**config.mk**
```make
export PLATFORM = sky130hd
export DESIGN_NAME = ram_arbiter
export DESIGN_NICKNAME = d
export VERILOG_FILES = /design/src/rtl/ram_arbiter.sv
export SDC_FILE = /design/constraint.sdc
export NUM_CORES = 1
export LEC_CHECK = 0
export CAP_MARGIN = 20
export CORE_AREA = 3 3 164 166
export CTS_CLUSTER_DIAMETER = 120
export CTS_CLUSTER_SIZE = 24
export DETAILED_ROUTE_END_ITERATION = 12
export DIE_AREA = 0 0 167 169
export GPL_ROUTABILITY_DRIVEN = 0
export HOLD_SLACK_MARGIN = 0.06
export PLACE_DENSITY = 0.63
export SETUP_SLACK_MARGIN = 0.15
export SYNTH_ARGS = -nofsm -noshare
export SYNTH_HDL_FRONTEND = slang
export SYNTH_SLANG_ARGS = --single-unit
```
**constraint.sdc**
```tcl
create_clock -name clk -period 4.05 [get_ports clk]
set_input_delay 0.81 -clock clk [delete_from_list [all_inputs] [get_ports clk]]
set_output_delay 0.81 -clock clk [all_outputs]
set_load 0.02 [all_outputs]
```
**src/rtl/ram_arbiter.sv**
```systemverilog
// ram_arbiter: two-requester arbiter in front of a single-port RAM, one access per 3 cycles.
// Define RAM_ARB_RR_EN for round-robin tie breaking; otherwise req0 has fixed priority.
module ram_arbiter (
  input  logic        clk,
  input  logic        rst,
  input  logic        req0,
  input  logic        req1,
  input  logic        we0,
  input  logic        we1,
  input  logic [7:0]  addr0,
  input  logic [7:0]  addr1,
  input  logic [63:0] wdata0,
  input  logic [63:0] wdata1,
  output logic        gnt0,
  output logic        gnt1,
  output logic        rvalid0,
  output logic        rvalid1,
  output logic [63:0] rdata0,
  output logic [63:0] rdata1,
  output logic        busy,
  output logic        cen,
  output logic        wen,
  output logic [7:0]  s_addr,
  output logic [63:0] s_din,
  input  logic [63:0] s_dout
);
  typedef enum logic [1:0] {IDLE, CMD, RSP} state_t;
  state_t state;
  logic win, sel_we, op_k, op_we;
`ifdef RAM_ARB_RR_EN
  logic last;
  assign win = (req0 && req1) ? ~last : req1;
`else
  assign win = ~req0;
`endif
  assign sel_we = win ? we1 : we0;
  always_ff @(posedge clk) begin
    if (rst) begin
      state   <= IDLE;
      gnt0    <= 1'b0;
      gnt1    <= 1'b0;
      rvalid0 <= 1'b0;
      rvalid1 <= 1'b0;
      rdata0  <= '0;
      rdata1  <= '0;
      busy    <= 1'b0;
      cen     <= 1'b0;
      wen     <= 1'b0;
      s_addr  <= '0;
      s_din   <= '0;
      op_k    <= 1'b0;
      op_we   <= 1'b0;
`ifdef RAM_ARB_RR_EN
      last    <= 1'b1;
`endif
    end else begin
      gnt0    <= 1'b0;
      gnt1    <= 1'b0;
      rvalid0 <= 1'b0;
      rvalid1 <= 1'b0;
      cen     <= 1'b0;
      wen     <= 1'b0;
      case (state)
        IDLE: if (req0 || req1) begin
          state  <= CMD;
          busy   <= 1'b1;
          cen    <= 1'b1;
          wen    <= sel_we;
          s_addr <= win ? addr1 : addr0;
          s_din  <= sel_we ? (win ? wdata1 : wdata0) : 64'h0;
          gnt0   <= ~win;
          gnt1   <= win;
          op_k   <= win;
          op_we  <= sel_we;
`ifdef RAM_ARB_RR_EN
          last   <= win;
`endif
        end
        CMD: state <= RSP;
        RSP: begin
          state <= IDLE;
          busy  <= 1'b0;
          if (!op_we && !op_k) begin
            rvalid0 <= 1'b1;
            rdata0  <= s_dout;
          end
          if (!op_we && op_k) begin
            rvalid1 <= 1'b1;
            rdata1  <= s_dout;
          end
        end
        default: state <= IDLE;
      endcase
    end
  end
endmodule

```
# == After elaboration in Yosys (flattened, before gate mapping) ==
# Index checks and enable logic that the tools add are counted.
# word_totals
ff_bits,211
latch_bits,0
ramBits,0
mem_bits_ro,0
output_inout_bits,207
elab_cells,46
mem_count,0
# classes
n_addsub,0
mul,0
n_div,0
order_cmp,0
n_eq_ne,3
n_shift,0
muxes,11
bitwise,4
n_reduce_logical,14
# ops
cell,n
$mux W64,2
$mux W8,1
$reduce_and A2 Y1,4
$mux W1,5
$not A1 Y1,4
$pmux W2 S2,1
$reduce_or A2 Y1,2
$reduce_or A3 Y1,1
$eq A2 B1 Y1 const B,1
$eq A2 B2 Y1 const B,1
$logic_and A1 B1 Y1,2
$logic_not A1 Y1,2
$logic_not A2 Y1,1
$mux W2,1
$ne A2 B2 Y1 const B,1
$pmux W1 S2,1
$reduce_bool A2 Y1,1
$logic_or A1 B1 Y1,1

# == Longest topological paths before layout ==
# Gate-level depths: netlist (run 1).
# depth
word_depth,3
ltp_mapped,6
ltp_nobuf,3

# == Worst setup path after synthesis (run 1) ==
# OpenSTA, ideal clock, no wires.
# synth_timing
path_kind,input to register
start,input port req0
end,register s_din[13]
t_arrival_ps,1804
required_ps,3982
slack_ps,2178
cell_stages,6
n_path_buf,3
cell_sequence,clkbuf_1 > or2_1 > a21oi_2 > buf_4 > clkbuf_4 > o2bb2ai_2
# synth_between
elab_chain_cells,2
# synth_lines
element,line_no,text
"start, declared",6,"input logic req0,"
"$mux W64, or another cell as far along",70,s_din <= sel_we ? (win ? wdata1 : wdata0) : 64'h0;
$mux W64 or $reduce_and A2 Y1 (tied branches),-,
"end signal, assigned",70,
"end, declared",24,"output logic [63:0] s_din,"
# Parallel ways exist; a longest one is shown, timed or not.
# A chain may end at the register's enable or synchronous reset.

# == Worst setup path in the final report (run 1) ==
# layout_timing
start,register s_din[13]
end,output port s_din[13]
# No word-level cell between the ends.

==> results of run 1 <==
==> sequential cells by signal, indices dropped and copies added (netlist names), 2 cells and up <==
signal and flops:
state 2, rdata1 64, rdata0 64, s_addr 8
s_din 64
==> placed cells by master, fill, tap and decap left out <==
cell type / instances
sky130_fd_sc_hd__nand2_1: 257
sky130_fd_sc_hd__a21oi_4: 1
sky130_fd_sc_hd__inv_2: 1
sky130_fd_sc_hd__buf_4: 14
sky130_fd_sc_hd__nand4bb_4: 1
sky130_fd_sc_hd__or2_1: 1
sky130_fd_sc_hd__clkinvlp_4: 1
sky130_fd_sc_hd__or3_1: 1
sky130_fd_sc_hd__dfxtp_1: 211
sky130_fd_sc_hd__o2bb2ai_1: 16
sky130_fd_sc_hd__nor3b_1: 2
sky130_fd_sc_hd__inv_1: 1
sky130_fd_sc_hd__nor2_1: 6
sky130_fd_sc_hd__and3b_1: 1
sky130_fd_sc_hd__mux2i_1: 72
sky130_fd_sc_hd__a21oi_1: 138
sky130_fd_sc_hd__and4bb_2: 1
sky130_fd_sc_hd__o2bb2ai_2: 49
sky130_fd_sc_hd__or4b_2: 1
sky130_fd_sc_hd__clkdlybuf4s50_1: 418
sky130_fd_sc_hd__nor4b_2: 1
sky130_fd_sc_hd__diode_2: 2
sky130_fd_sc_hd__o21ai_0: 1
sky130_fd_sc_hd__a211oi_1: 9
sky130_fd_sc_hd__and2_1: 2
sky130_fd_sc_hd__buf_12: 2
sky130_fd_sc_hd__clkbuf_16: 13
sky130_fd_sc_hd__nor3_1: 1
sky130_fd_sc_hd__o21bai_4: 1
==> stage by stage <==
stage	instance area (sq um)	utilization [%]	setup slack [ns]
finish	12820	49.75	1.718
global route	12820	49.75	1.649
CTS	12810	49.74	1.681
detailed placement	12480	48.44	1.424
global placement	12480	48.44	1.467
floorplan	8103	-	2.178
==> how the worst max path moves through the flow <==
stage	slack, ns	end	depth (start not counted)	start
2_1_floorplan	2.18	s_din[13]	6	req0
3_3_place_gp	1.47	s_din[24]	5	req1
3_5_place_dp	1.42	s_din[20]	5	req1
4_1_cts	1.68	s_din[13]	1	s_din[13]
5_1_grt	1.65	s_din[13]	1	s_din[13]
6_report	1.72	s_din[13]	1	s_din[13]
==> logic make-up (layout without fill, tap and decap cells) <==
| family | Yosys count | after routing |
|---|---|---|
| other | 0 | 2 |
| buffers and inverters | 72 | 450 |
| muxes | 72 | 72 |
| DFF | 211 | 211 |
| AOI/OAI and AO/OA | 215 | 215 |
| and+or+nand+nor | 275 | 275 |
==> layer usage <==
| metal | part of all wire (%) | vias to the layer above |
|---|---|---|
| li1 | - | 3633 |
| met4 | 2.2 | 0 |
| met3 | 8.6 | 35 |
| met5 | 0 | - |
| met1 | 40 | 3415 |
| met2 | 50 | 285 |
==> worst reg2reg max path, cell delays in order, from the launching register on <==
cell and delay (ns):
sky130_fd_sc_hd__dfxtp_1 0.48, sky130_fd_sc_hd__and4bb_2 0.81, sky130_fd_sc_hd__buf_4 0.43, sky130_fd_sc_hd__nand2_1 0.17, sky130_fd_sc_hd__a21oi_1 0.13
==> power by group <==
part           switching [mW]  leakage, nW  internal [mW]
logic                   0.378         2.61          0.411
registers              0.0536         1.71           2.16
clock network           0.702        0.160          0.579
==> layout make-up <==
cell class | instances | area (sq um) | share of cell area (%)
diodes | 2 | 5.005 | 0.03904
multi-input cells | 562 | 3501 | 27.31
well taps | 335 | 419.2 | 3.270
inverters | 2 | 7.507 | 0.05857
clock inverters | 1 | 7.507 | 0.05857
repair buffers | 434 | 4329 | 33.77
flip-flops and latches | 211 | 4224 | 32.95
clock buffers | 13 | 325.3 | 2.538
==> results summary, run 1 <==
The run finished with clean final reports. The area share of the largest cell type after synthesis came out at between 50 and 60%. The most frequent cell after synthesis is sky130_fd_sc_hd__nand2_1.

By count the netlist is led by sky130_fd_sc_hd__nand2_1 (257), sky130_fd_sc_hd__dfxtp_1 (211), sky130_fd_sc_hd__a21oi_1 (138). In the global route stage, overall resource usage came out at between 10% and 20%. In the post-synthesis netlist, the biggest area contributors are sky130_fd_sc_hd__dfxtp_1 (52%), sky130_fd_sc_hd__nand2_1 (12%), sky130_fd_sc_hd__o2bb2ai_2 (9.1%). Clock latency on the worst-skew pair, taken at its later pin, is 0.48 ns.

The combinational family with the most area after synthesis is compound AO/OA/AOI/OAI gates. Of the cells placed in the final design, the portion with a size suffix greater than 1 is about 7.0%. The tightest min-delay check is of the reg2reg type.

The number of I/O port buffers came out at 420. met2 is the most crowded layer. The startpoint identified for the worst hold timing path is rdata1[52]. The number of fill cells is ~2400. The minimum clock period after layout is approximately 2.3 ns. The cell area after synthesis is a little over 8000 sq um. The wire length of the first global-routing pass is approximately 44000 microns.

The maximum fanout encountered on the critical timing path is 2. The count of nets left with antenna violations after detail routing came out at 0. The count of warnings emitted by yosys came out at 0. The largest total area in the synthesized netlist belongs to sky130_fd_sc_hd__dfxtp_1. The distinct cell type count of the synthesized netlist is 29. For this run, the top clock speed supported by timing is 428.7 MHz. The clock tree from TritonCTS is built. The starting density of the core is 31.45%. The largest stage delay on the critical path is 0.67 ns.

The worst clock skew on the final layout came out at between 0.02 and 0.025 ns. The critical path goes through clkdlybuf4s50_1. The die is roughly 170 microns wide. The number of cells after detailed placement is 1544.

For met1 alone, demand over resource in global routing was a little under a quarter. The data required time of the critical path is between 3 and 4 ns. After clock tree synthesis, the clock-pin slew on the worst setup and hold paths is 0.10 ns.

Dividing the final minimum period by the clock period gives roughly 58%. Headroom to the max-slew limit came out at between 20% and 30%. For hold timing, the worst endpoint is rdata1[52]. The worst register-to-register path ends at rdata1[10]. The synthesis-to-layout area growth is 58.20%. In the routed design, unresolved DRC markers number 0. The finished layout holds around 1600 standard cells, fillers aside. The largest net degree at the start of global routing is between 100 and 150. The arrival time of data at the critical path endpoint is ~1.5 ns. The sequential element share of the synthesized area is between 50% and 60%. The met2 track utilization from global routing came out at between 30% and 40%.

The number of antenna violations at the first check in global routing is 2. The total routed wirelength is roughly 29000 microns. The HPWL after detailed placement is approximately 20000 microns. The xor-xnor portion of the synthesized cell area came out at 0%. At the pin with the least slew margin, the transition time is 1.076 ns. Max-cap violations in this run came to 0. The worst path buffer plus inverter count came out at 1. The adder-cell area share of the yosys netlist came out at 0%. Counting instances, the worst hold path has a depth of 2. The die area came out at 28220 sq um.

Global routing used ~6.3% of the available met3 tracks. The setup check on the worst reg-to-reg path leaves a slack of between 1.5 and 2 ns. In this run, synthesis inferred 0 flip-flops with an integrated enable. The final hold slack came out at between 0.4 and 0.5 ns. During I/O placement, the number of pins put on the boundary was around 420. The post-CTS setup buffer count is 0. The number of rows in the core area came out at 59.

The floorplan step defined a core boundary enclosing 25760 sq um. Dividing total power by cell area gives a power density of roughly 330 nW/um^2. The leftover overflow at the end of global routing came out at 0. The post-synth net total came out at 1059. STA classifies the critical path startpoint as a flip-flop.

Counting the buffers created by CTS gives 12. The max-slew violation count came out at 0. STA classifies the critical path endpoint as an output pin.

Adding up every negative setup slack in the final design gives 0 ns. The basic-gate share of the synthesized area counting and, or, nand and nor cells came out at around an eighth. The final number of hold-violating endpoints is 0.

Among cell families on the critical path, the largest total delay comes from buffers and inverters. The mean post-synth cell area came out at roughly 9.6 sq um. The mean routed wirelength per cell is around 18 microns. In this run, synthesis produced a sequential element count of approximately 210.

The post-synthesis cell count is ~850. In this run the critical register-to-register path is launched from state[1]. The number of violations reported at the end of detailed-routing iteration 0 came out at ~470. The final net count came out at about 1400. The average vias per placed instance came out at approximately 4.7. The maximum buffer depth of the clock tree is 3. Setup repair after global routing left no endpoint under its margin. The H-tree depth came out at 1. The share of async-settable or async-resettable flops after synthesis is 0%. IR analysis of the VDD net gives a maximum drop of 0.0002179 V. The critical path in this run is classified as reg2out.

The cell sitting at the root of the clock tree is a sky130_fd_sc_hd__clkbuf_16. The die outline height is 169 microns. The total via count in the routed design came out at 7368. The cts-stage hold buffer count is 0. The number of gates resized after cts is 0. The total power draw came out at 4.280 mW. The number of global-route vias before repair is between 7000 and 8000. The most frequently used flop master after synthesis is sky130_fd_sc_hd__dfxtp_1.

The portion of netlist area occupied by mux cells is 8.894%. Counting cells, the worst reg-to-reg path comes to 4. The leakage power of the design is ~4.5 nW. The total setup violations reported at the end of the flow came out at 0. The pre-antenna-repair detailed-routing pass consisted of 4 iterations.

The fraction of the mapped netlist area in compound gates is 20.43%. The slowest stage of the critical path belongs to the cell sky130_fd_sc_hd__clkdlybuf4s50_1. Clock tree synthesis found a total of 211 sinks.
Note: power is estimated with default switching activity, not from simulation.
==> inputs of run 2 (changes only) <==
--- a/config.mk
+++ b/config.mk
@@ -6,14 +6,14 @@
 export NUM_CORES = 1
 export LEC_CHECK = 0
 export CAP_MARGIN = 20
-export CORE_AREA = 3 3 164 166
+export CORE_AREA = 3 3 165 167
 export CTS_CLUSTER_DIAMETER = 120
 export CTS_CLUSTER_SIZE = 24
 export DETAILED_ROUTE_END_ITERATION = 12
-export DIE_AREA = 0 0 167 169
+export DIE_AREA = 0 0 168 170
 export GPL_ROUTABILITY_DRIVEN = 0
 export HOLD_SLACK_MARGIN = 0.06
-export PLACE_DENSITY = 0.63
+export PLACE_DENSITY = 0.62
 export SETUP_SLACK_MARGIN = 0.15
 export SYNTH_ARGS = -nofsm -noshare
 export SYNTH_HDL_FRONTEND = slang
==> constraint.sdc (replaced) <==
create_clock -name clk -period 2.35 [get_ports clk]
set_input_delay 0.47 -clock clk [delete_from_list [all_inputs] [get_ports clk]]
set_output_delay 0.47 -clock clk [all_outputs]
set_load 0.02 [all_outputs]
==> run 2 against run 1 <==
Net effect:
- die area up 1.2%
- worst setup slack worse by 1.4 ns
- final cell count down 0.13%
- clock-buffer cell count unchanged
- cell area up 0.47%
- register-to-register slack worse by 1.4 ns
- largest cell class unchanged
- largest power group unchanged
- wire length down 1.6%
- highest routed layer unchanged
- clock power up 70%
- critical path type unchanged
==> results summary, run 2 (synthesized netlist as in run 1, its figures left out) <==
In the final layout, the share of cells above drive strength 1 is a little under 7%. The wire length of the first global-routing pass came out at about 43000 microns. The maximum buffer depth of the clock tree is 3.

The number of maximum-capacitance constraint violations came out at 0. Broken down by cell family, the worst path's largest delay share belongs to buffers and inverters. The arrival time of data at the critical path endpoint came out at between 1.5 and 2 ns.

The total CTS buffers is 12. The worst clock skew on the final layout is around 0.011 ns. The horizontal die dimension is between 150 and 200 microns.

Before antenna repair, the detailed router went through 4 iterations. The number of remaining DRC errors came out at 0. The total routed wirelength is 28370 microns. Walking the worst path, the cells encountered are clkdlybuf4s50_1. The post-CTS setup buffer count is 0. After detailed placement, the design holds a cell count of 1542. The count of nets left with antenna violations after detail routing came out at 0. The number of gates resized after cts is 0. The kind of critical path is reg2out. The cell sitting at the root of the clock tree is a sky130_fd_sc_hd__clkbuf_16. The largest net degree at the start of global routing came out at between 70 and 80. about 420 I/O pins were placed. The cts-stage hold buffer count came out at 0. The final net count came out at ~1400.

In the layout the commonest cells are sky130_fd_sc_hd__clkdlybuf4s50_1 (418), sky130_fd_sc_hd__nand2_1 (257), sky130_fd_sc_hd__dfxtp_1 (211), sky130_fd_sc_hd__a21oi_1 (138), sky130_fd_sc_hd__mux2i_1 (72). For this design, the slowest cell found on the critical path is sky130_fd_sc_hd__clkdlybuf4s50_1. The starting density of the core is 31.27%. The power density of the placed cells is ~570 nW/um^2. The maximum fanout encountered on the critical timing path came out at 2.

The clock tree from TritonCTS is built. The worst setup path is captured at an output pin. The final number of hold-violating endpoints is 0.

The number of global-route vias before repair is 7258. The normalized max-slew margin is between 40 and 50%. The highest layer used for signal routing is met4. The share of the clock period used by the worst path after layout came out at between 80% and 90%. The largest stage delay on the critical path came out at roughly 0.67 ns. Summed over all cells, the static leakage comes to 4.503 nW. The total setup violations reported at the end of the flow is 0. The final non-filler cell total is between 1500 and 2000. The number of rows in the core area is 59.

The HPWL after detailed placement is roughly 20000 microns. The max-slew violation count came out at 0. The average vias per placed instance is 4.679. The worst path buffer plus inverter count is 1. The number of fill cells came out at ~2500.

Setup repair after global routing left no endpoint under its margin. The number of antenna violations at the first check in global routing was 2. The mean routed wirelength per cell is 18.21 microns.

Leaving out fill and tap cells, the most frequent cell in the layout is sky130_fd_sc_hd__clkdlybuf4s50_1. The data required time of the critical path came out at about 1.9 ns. The detailed router placed ~7300 vias in this run. The synthesis-to-layout area growth is 58.94%. The number of clock sinks is roughly 210.

The flow ran to the end, and the final reports show no timing, DRC or antenna violations. For this block, wires on met1 add up to 11480 microns. The leftover overflow at the end of global routing came out at 0. The slew of the pin with the lowest slew margin is 0.8019 ns. The die outline height is 170 microns. The clock-pin transition on the worst setup and hold timing paths came out at roughly 0.10 ns. The H-tree depth is 1. The number of violations reported at the end of detailed-routing iteration 0 is roughly 550. The placeable core area came out at approximately 26000 sq um. The number of I/O port buffers came out at 420. The total global-route track usage is a little under a fifth.

The worst voltage drop across the vdd grid came out at roughly 0.00045 V. For this run, the top clock speed supported by timing is 497.5 MHz. The die area is ~29000 sq um. The largest registers in the layout are rdata0 x64, rdata1 x64, s_din x64. The clock insertion delay at the later pin of the skew report came out at between 0.4 and 0.5 ns. The path class of the lowest-slack min-delay path is in2reg. The final sum of negative setup slack came out at 0 ns. STA classifies the critical path startpoint as a flip-flop.

The wire length on met3 came out at roughly 2600 microns. The clock period could shrink to between 2 and 2.5 ns. The routed length on met2 is 13540 microns.
## run 2: worst paths after layout
path,slack [ns],depth (start not counted),end,from
setup reg to reg,0.57,4,rdata0[56],state[1]
hold / removal,0.30,2,s_addr[1],rst
setup / recovery,0.34,1,s_addr[0],s_addr[0]
hold reg to reg,0.46,2,rdata1[10],rdata1[10]
## run 2: layer usage
metal	up-vias	track usage (%)
li1	3615	-
met1	3353	22.83
met2	285	31.56
met3	37	6.551
met4	0	4.980
met5	-	0
## run 2: layout make-up
cell class              instances  area [sq um]  area share (%)
clock buffers                  13         325.3           2.526
well taps                     335         419.2           3.255
repair buffers                432          4389           34.08
flip-flops and latches        211          4224           32.80
diodes                          2         5.005         0.03886
inverters                       2         7.507         0.05829
multi-input cells             562          3501           27.18
clock inverters                 1         7.507         0.05829
## run 2: stage by stage
step | utilization, % | cell area (sq um) | setup slack [ns] | hold slack, ns | power (mW)
finish | 49.70 | 12880 | 0.3401 | 0.2955 | 7.356
floorplan | - | 8103 | 0.8181 | 0.4714 | 4.482
detailed placement | 48.40 | 12540 | 0.2661 | 0.4457 | 5.267
global route | 49.70 | 12880 | 0.2878 | 0.2980 | 7.679
global placement | 48.40 | 12540 | 0.3008 | 0.4410 | 5.265
CTS | 49.68 | 12870 | 0.3114 | 0.2716 | 7.484
## run 2: where the power goes
group          leakage (nW)  switching, mW  internal (mW)  total [mW]
clock network         0.160           1.18          0.997        2.18
logic                  2.63          0.644          0.721        1.37
registers              1.71         0.0937           3.71        3.81
total                  4.50           1.92           5.43        7.36
==> inputs of run 3 (changes only) <==
--- a/config.mk
+++ b/config.mk
@@ -5,14 +5,14 @@
 export SDC_FILE = /design/constraint.sdc
 export NUM_CORES = 1
 export LEC_CHECK = 0
-export CAP_MARGIN = 20
+export CAP_MARGIN = 15
 export CORE_AREA = 3 3 165 167
 export CTS_CLUSTER_DIAMETER = 120
 export CTS_CLUSTER_SIZE = 24
 export DETAILED_ROUTE_END_ITERATION = 12
 export DIE_AREA = 0 0 168 170
 export GPL_ROUTABILITY_DRIVEN = 0
-export HOLD_SLACK_MARGIN = 0.06
+export HOLD_SLACK_MARGIN = 0.08
 export PLACE_DENSITY = 0.62
 export SETUP_SLACK_MARGIN = 0.15
 export SYNTH_ARGS = -nofsm -noshare
==> results of run 3 <==
Final layout, timing and power as in run 2 (identical DEF).
